==> src/rtl/fetch_stage.sv <==
// Instruction-fetch front end: owns the fetch PC and keeps at most one memory request in flight.
// Returned words sit in a one-entry output register with their PC and a static branch prediction.
module fetch_stage #(
  parameter logic [31:0] RESET_PC = 32'h1eceb000
) (
  input  logic        clk,
  input  logic        rst,
  output logic [31:0] imem_addr,
  output logic [3:0]  imem_rmask,
  input  logic [31:0] imem_rdata,
  input  logic        imem_resp,
  output logic        inst_valid,
  input  logic        inst_ready,
  output logic [31:0] inst_rdata,
  output logic [31:0] inst_pc,
  output logic        inst_predict_branch,
  input  logic        redirect_valid,
  input  logic [31:0] redirect_pc
);

  typedef enum logic [1:0] {
    ST_ISSUE = 2'd0,
    ST_WAIT  = 2'd1,
    ST_DRAIN = 2'd2
  } state_t;

  state_t      r_state;
  state_t      w_state_next;
  logic [31:0] r_pc;
  logic [31:0] w_pc_next;

  logic        r_out_valid;
  logic [31:0] r_out_rdata;
  logic [31:0] r_out_pc;
  logic        r_out_pred;

  logic        w_issue;
  logic        w_load;
  logic        w_pred;
  logic [31:0] w_bimm;

  // Backward-taken / forward-not-taken: only conditional branches with a negative offset.
  always_comb begin
    w_pred = (imem_rdata[6:0] == 7'b1100011) && imem_rdata[31];
    w_bimm = {{20{imem_rdata[31]}}, imem_rdata[7], imem_rdata[30:25],
              imem_rdata[11:8], 1'b0};
  end

  always_comb begin
    w_state_next = r_state;
    w_pc_next    = r_pc;
    w_issue      = 1'b0;
    w_load       = 1'b0;
    if (redirect_valid) begin
      w_pc_next = redirect_pc;
      case (r_state)
        ST_ISSUE: w_state_next = ST_ISSUE;
        ST_WAIT:  w_state_next = imem_resp ? ST_ISSUE : ST_DRAIN;
        // A response landing alongside the redirect still retires the stale request.
        ST_DRAIN: w_state_next = imem_resp ? ST_ISSUE : ST_DRAIN;
        default:  w_state_next = ST_ISSUE;
      endcase
    end else begin
      case (r_state)
        ST_ISSUE: begin
          if (!rst && (!r_out_valid || inst_ready)) begin
            w_issue      = 1'b1;
            w_state_next = ST_WAIT;
          end
        end
        ST_WAIT: begin
          if (imem_resp) begin
            w_load       = 1'b1;
            w_pc_next    = w_pred ? (r_pc + w_bimm) : (r_pc + 32'd4);
            w_state_next = ST_ISSUE;
          end
        end
        ST_DRAIN: begin
          if (imem_resp) w_state_next = ST_ISSUE;
        end
        default: w_state_next = ST_ISSUE;
      endcase
    end
  end

  always_ff @(posedge clk) begin
    if (rst) begin
      r_state     <= ST_ISSUE;
      r_pc        <= RESET_PC;
      r_out_valid <= 1'b0;
      r_out_rdata <= 32'd0;
      r_out_pc    <= 32'd0;
      r_out_pred  <= 1'b0;
    end else begin
      r_state <= w_state_next;
      r_pc    <= w_pc_next;
      if (redirect_valid) begin
        r_out_valid <= 1'b0;
      end else if (w_load) begin
        r_out_valid <= 1'b1;
        r_out_rdata <= imem_rdata;
        r_out_pc    <= r_pc;
        r_out_pred  <= w_pred;
      end else if (r_out_valid && inst_ready) begin
        r_out_valid <= 1'b0;
      end
    end
  end

  assign imem_addr           = r_pc;
  assign imem_rmask          = w_issue ? 4'hf : 4'h0;
  assign inst_valid          = r_out_valid;
  assign inst_rdata          = r_out_rdata;
  assign inst_pc             = r_out_pc;
  assign inst_predict_branch = r_out_pred;

endmodule

==> config.mk <==
export PLATFORM = sky130hd
export DESIGN_NAME = fetch_stage
export DESIGN_NICKNAME = d
export VERILOG_FILES = /design/src/rtl/fetch_stage.sv
export SDC_FILE = /design/constraint.sdc
export NUM_CORES = 1
export LEC_CHECK = 0
export ABC_CLOCK_PERIOD_IN_PS = 2700
export CORE_MARGIN = 5
export CORE_UTILIZATION = 40
export CTS_BUF_LIST = sky130_fd_sc_hd__clkbuf_8
export DETAILED_ROUTE_END_ITERATION = 10
export PLACE_DENSITY_LB_ADDON = 0.1
export REMOVE_ABC_BUFFERS = 1
export SETUP_SLACK_MARGIN = 0.5
export SLEW_MARGIN = 5
export SYNTH_ARGS = -nofsm -noshare
export SYNTH_HDL_FRONTEND = slang
export SYNTH_SLANG_ARGS = --single-unit
export TNS_END_PERCENT = 30
==> constraint.sdc <==
create_clock -name clk -period 2.7 [get_ports clk]
set_input_delay 0.54 -clock clk [delete_from_list [all_inputs] [get_ports clk]]
set_output_delay 0.54 -clock clk [all_outputs]
set_load 0.005 [all_outputs]
### After elaboration in Yosys (flattened, before gate mapping)

Index checks and enable logic that the tools add are counted.

* bits in registers: 100
* input bits: 69
* output and inout bits: 102
* logic and storage cells: 48

* add/sub/neg operators: 2
* equality and inequality tests: 5
* muxes and demuxes: 19
* bitwise logic cells: 1
* reductions and logical operators: 15

Operators by type and width (number)
* 2-to-1 mux 32 bit: 4
* adder 32 x 3 -> 32 bit (second input constant): 1
* adder 32 bit: 1
* 2-to-1 mux 2 bit: 5
* 2-to-1 mux 1 bit: 8
* == test 7 bit (second input constant): 1
* AND reduction 2 bit: 3
* nonzero test 2 bit: 3
* 2-to-1 mux 4 bit: 1
* one-hot mux 2 bit (2 select lines): 1
* OR reduction 2 bit: 2
* logical AND 1 bit: 3
* != test 3 x 1 -> 1 bit (second input constant): 1
* != test 3 bit (second input constant): 1
* == test 2 x 1 -> 1 bit (second input constant): 1
* == test 2 bit (second input constant): 1
* zero test 1 bit: 2
* zero test 2 bit: 1
* logical OR 1 bit: 1
* inverter 1 bit: 1

### Logic depth before layout (Yosys ltp)

* depth after elaboration: 7
* depth in mapped cells: 11
* mapped depth without buffers: 11

### Worst setup path after synthesis

No wires, ideal clock.

* path type: in2reg
* start: input port imem_rdata[8]
* end: register r_pc[19] (netlist: imem_addr[19])
* setup time: 122 ps
* data arrival time: 2448 ps
* data required time: 2578 ps
* setup slack: 130 ps
* cell stages on the path: 11
* buffers on the path: 0
* path through: ha_1 -> inv_1 -> fa_1 -> nor2b_1 -> o31a_1 -> o221ai_2 -> nor3_1 -> nor2_2 -> a21boi_0 -> o21ai_0 -> a221o_1

* longest elaborated chain between the ends: 5

RTL lines
* start, declared: RTL line 10 `input logic [31:0] imem_rdata,`
* adder 32 bit: RTL line 74 `w_pc_next = w_pred ? (r_pc + w_bimm) : (r_pc + 32'd4);`
* 2-to-1 mux 32 bit: RTL line 74
* 2-to-1 mux 32 bit: RTL line 72 `if (imem_resp) begin`
* 2-to-1 mux 32 bit: RTL line 64 `case (r_state)`
* 2-to-1 mux 32 bit: RTL line 54 `if (redirect_valid) begin`
* end signal, assigned: RTL line 96 `r_pc <= w_pc_next;`
* end, declared: RTL line 29 `logic [31:0] r_pc;`

No other way between the ends. The select of a mux whose other input is x is not followed.
A chain may end at the register's enable or synchronous reset.

### Worst setup path after layout

* start: input port imem_rdata[31]
* end: register r_pc[29] (netlist: imem_addr[29])

* longest elaborated chain between the ends: 5
* elaborated cells between the ends (all ways): 6
* those cells by class: 1 x add/sub; 4 x mux; 1 x reduce/logical

RTL lines (RTL line)
* adder 32 bit or logical AND 1 bit (tied branches): 74, 44
* 2-to-1 mux 32 bit (*): 74
* 2-to-1 mux 32 bit (*): 72
* 2-to-1 mux 32 bit (*): 64
* 2-to-1 mux 32 bit (*): 54

Every way passes the cells marked *; elsewhere a longest branch is shown, timed or not. The select of a mux whose other input is x is not followed.

==> summary.txt <==
Floorplan
  – IO Pins: 171
  – Die Area: ~19000 µm²
  – Core Area: 16400 µm²
  – Row count: 47
  – Die W: 139 µm
  – Die Ht: about 140 µm
  – Initial Util: 0.403

Global routing
  – GRT Resource Usage Total: 0.249
  – Global route overflow: 0
  – Initial antenna violation count: 0
  – Largest net degree at the start of global routing: between 90 and 100
  – Number of global-route vias before repair: a little over 7000
  – First-pass GRT wire length: 38700 µm

Layout
  – Synth-to-layout area growth: 58.8%
  – Fin nets: 1278
  – Design area: 10500 µm²
  – Share of layout cells above drive strength 1: 0.272
  – Final core occ: 0.640
  – Fin cells: 1400
  – Antenna Cells: 0

Power and ir drop
  – Total power: just under 4 mW
  – Cell area power density: around 370 nW/µm²
  – Peak supply drop: 0.223 mV
  – Leak pwr: 4.07 nW

Clock network
  – Maximum clock path buffer count: 2
  – # clock sinks: 100
  – CTS clk-pin slew, worst paths: 110 ps
  – Clock H-tree levels: 3
  – CTS Root Cell: clkbuf_8
  – CTS tree: yes
  – CTS Hold Bufs: 0
  – Insertion delay to the later sink of the worst-skew pair: approximately 390 ps
  – Clock buffer count from CTS: 9

STA
  – Slew HR: 0.657
  – RSZ-0062 raised after global routing: yes
  – Fin Hold WS: 411 ps
  – Setup-failing EPs final: 0
  – Crit path time final: ~2400 ps
  – Max Fclk: 418 MHz
  – Final Skew: 16.6 ps
  – Period utilization: 0.885
  – Worst Max-Slew Pin Slew: 514 ps
  – Fin. Hold Viols: 0
  – Max Slew Vio Count: 0

Hold path
  – Hold Crit Class: input pin to flop

Synth
  – Mux cell area share after synthesis: 0.00927
  – Ys flop type: dfxtp_1
  – Post-synthesis sequential area ratio: 0.303
  – Number of synthesized flops with an enable pin: 0
  – Leading area contributor after synthesis: dfxtp_1
  – Synth Area in Compound Gates: 0.282
  – Yosys reg bits: 100
  – Top-count cell post-synth: nand2_1
  – Post-Syn Area: 6620 µm²
  – Synth area leaders: dfxtp_1 30%, a21oi_1 11%, nand2_1 10%
  – Area share of the largest cell type after synthesis: 0.303
  – Count of different cell masters after synthesis: between 80 and 90
  – Ys async rst share: 0
  – Syn. warnings: 0
  – Synth Area in XOR/XNOR: 0.0318
  – Adder-Cell Fraction of Synth Area: 0.0654
  – Cells after synthesis: 881
  – Largest family of logic cells by synthesized area: compound AO/OA/AOI/OAI gates
  – Avg Cell Area, Syn: between 7 and 8 µm²
  – Simple-Gate Fraction of Synth Area: 0.247
  – Post-synth top cells: 182 x nand2_1, 140 x a21oi_1, 100 x dfxtp_1

Outcome
  – Status: finished clean

Setup path
  – CP Max Fanout: 7
  – Req. time, crit path: 3030 ps
  – CP startpoint kind: input pin
  – R2r setup slk: between 300 and 400 ps
  – CP Class: input pin to flop
  – Crit end category: flop
  – Data arrival, critical path: about 2700 ps

Placed design
  – Placed cell area: 9500 µm²
  – DP Wirelength: 17800 µm
  – Routability Congestion: 0.952
  – IO Port Bufs: 170
  – Placed cells: about 1400

Detailed routing
  – WL/cell: about 18 µm
  – Initial DRC Count: 450
  – Drt total wl: 24600 µm
  – Post-route ant nets: 0
  – Via count: roughly 7500
  – DRC: 0
  – Vias/cell: 5.38
  – 1st-pass router iterations: 6

Flow run
  – Max-Cap Viols: 0
logic make-up after synthesis:
| family | after synthesis |
|---|---|
| fa+ha+maj | 34 |
| compound gates | 296 |
| buf+inv | 78 |
| xor+xnor | 24 |
| mux | 6 |
| flops | 100 |
| simple gates | 343 |
cell usage in the layout, fill, tap and decap left out, types with 8 or more instances in the layout:
cell type,n
a211oi_1,8
a21o_1,17
a21oi_1,127
a21oi_2,13
a31oi_1,9
and3_1,9
buf_12,8
buf_4,155
buf_6,11
clkbuf_8,9
clkdlybuf4s50_1,148
dfxtp_1,96
dlygate4sd2_1,9
ha_1,12
ha_4,20
inv_1,15
nand2_1,178
nand3_1,16
nand4_1,11
nor2_1,46
nor3_1,14
o21ai_0,29
o21ai_1,12
xnor2_1,11
xor2_1,13
path summary, 6_finish.rpt:
kind / startpoint / endpoint / cells after the start
max: imem_rdata[31] / imem_addr[29] / 14
min: imem_rdata[9] / inst_rdata[9] / 3
max reg2reg: imem_addr[1] / imem_addr[13] / 13
min reg2reg: inst_rdata[13] / inst_rdata[13] / 2
what timing repair did:
action	in CTS	in global routing
setup buffers	11	5
pin swaps	44	44
gates cloned	1	1
endpoints found under the setup margin	36	34
gates resized for setup	124	47
state kept, by name, summed over array words and instances (netlist names):
signal and cells:
inst_predict_branch 1, inst_pc 32, imem_addr 32, r_state 2, inst_valid 1, inst_rdata 32
stage by stage:
| step | TNS [ps] | setup WS, ps |
|---|---|---|
| 2_1_floorplan | -49160 | -1320 |
| 3_3_place_gp | -12460 | -551 |
| 3_5_place_dp | -13050 | -582 |
| 4_1_cts | 0 | 322 |
| 5_1_grt | 0 | 231 |
| 6_report | 0 | 310 |
report_power, final:
| group | internal (mW) | switching [mW] | total (mW) |
|---|---|---|---|
| Combinational | 0.715 | 0.652 | 1.37 |
| Clock | 0.335 | 0.583 | 0.918 |
| Sequential | 1.52 | 0.0470 | 1.57 |
| Total | 2.57 | 1.28 | 3.86 |
per-layer routing:
metal / track usage / wire length (µm)
met1: 0.349 / 11400
met2: 0.402 / 11300
met3: 0.0383 / 1550
met4: 0.0634 / 387
met5: 0 / 0
area by class of cell:
type | instances | area, µm²
Timing Repair Buffer | 346 | 3200
Sequential cell | 100 | 2010
Multi-Input combinational cell | 703 | 4800
Fill cell | 1463 | 5900
Inverter | 15 | 56.3
Tap cell | 220 | 275
Clock buffer | 9 | 124
Clock inverter | 7 | 43.8
worst max-delay path, stage by stage:
cell and delay [ps]:
buf_8 110, buf_12 130, buf_12 150, buf_4 140, buf_4 140, ha_4 220
a21o_1 160, a21o_1 180, a21oi_2 130, o21ai_1 90, a21oi_1 100, a21bo_2 260
o221a_1 230, a21oi_2 130
Power figures use the tool's default switching activity.
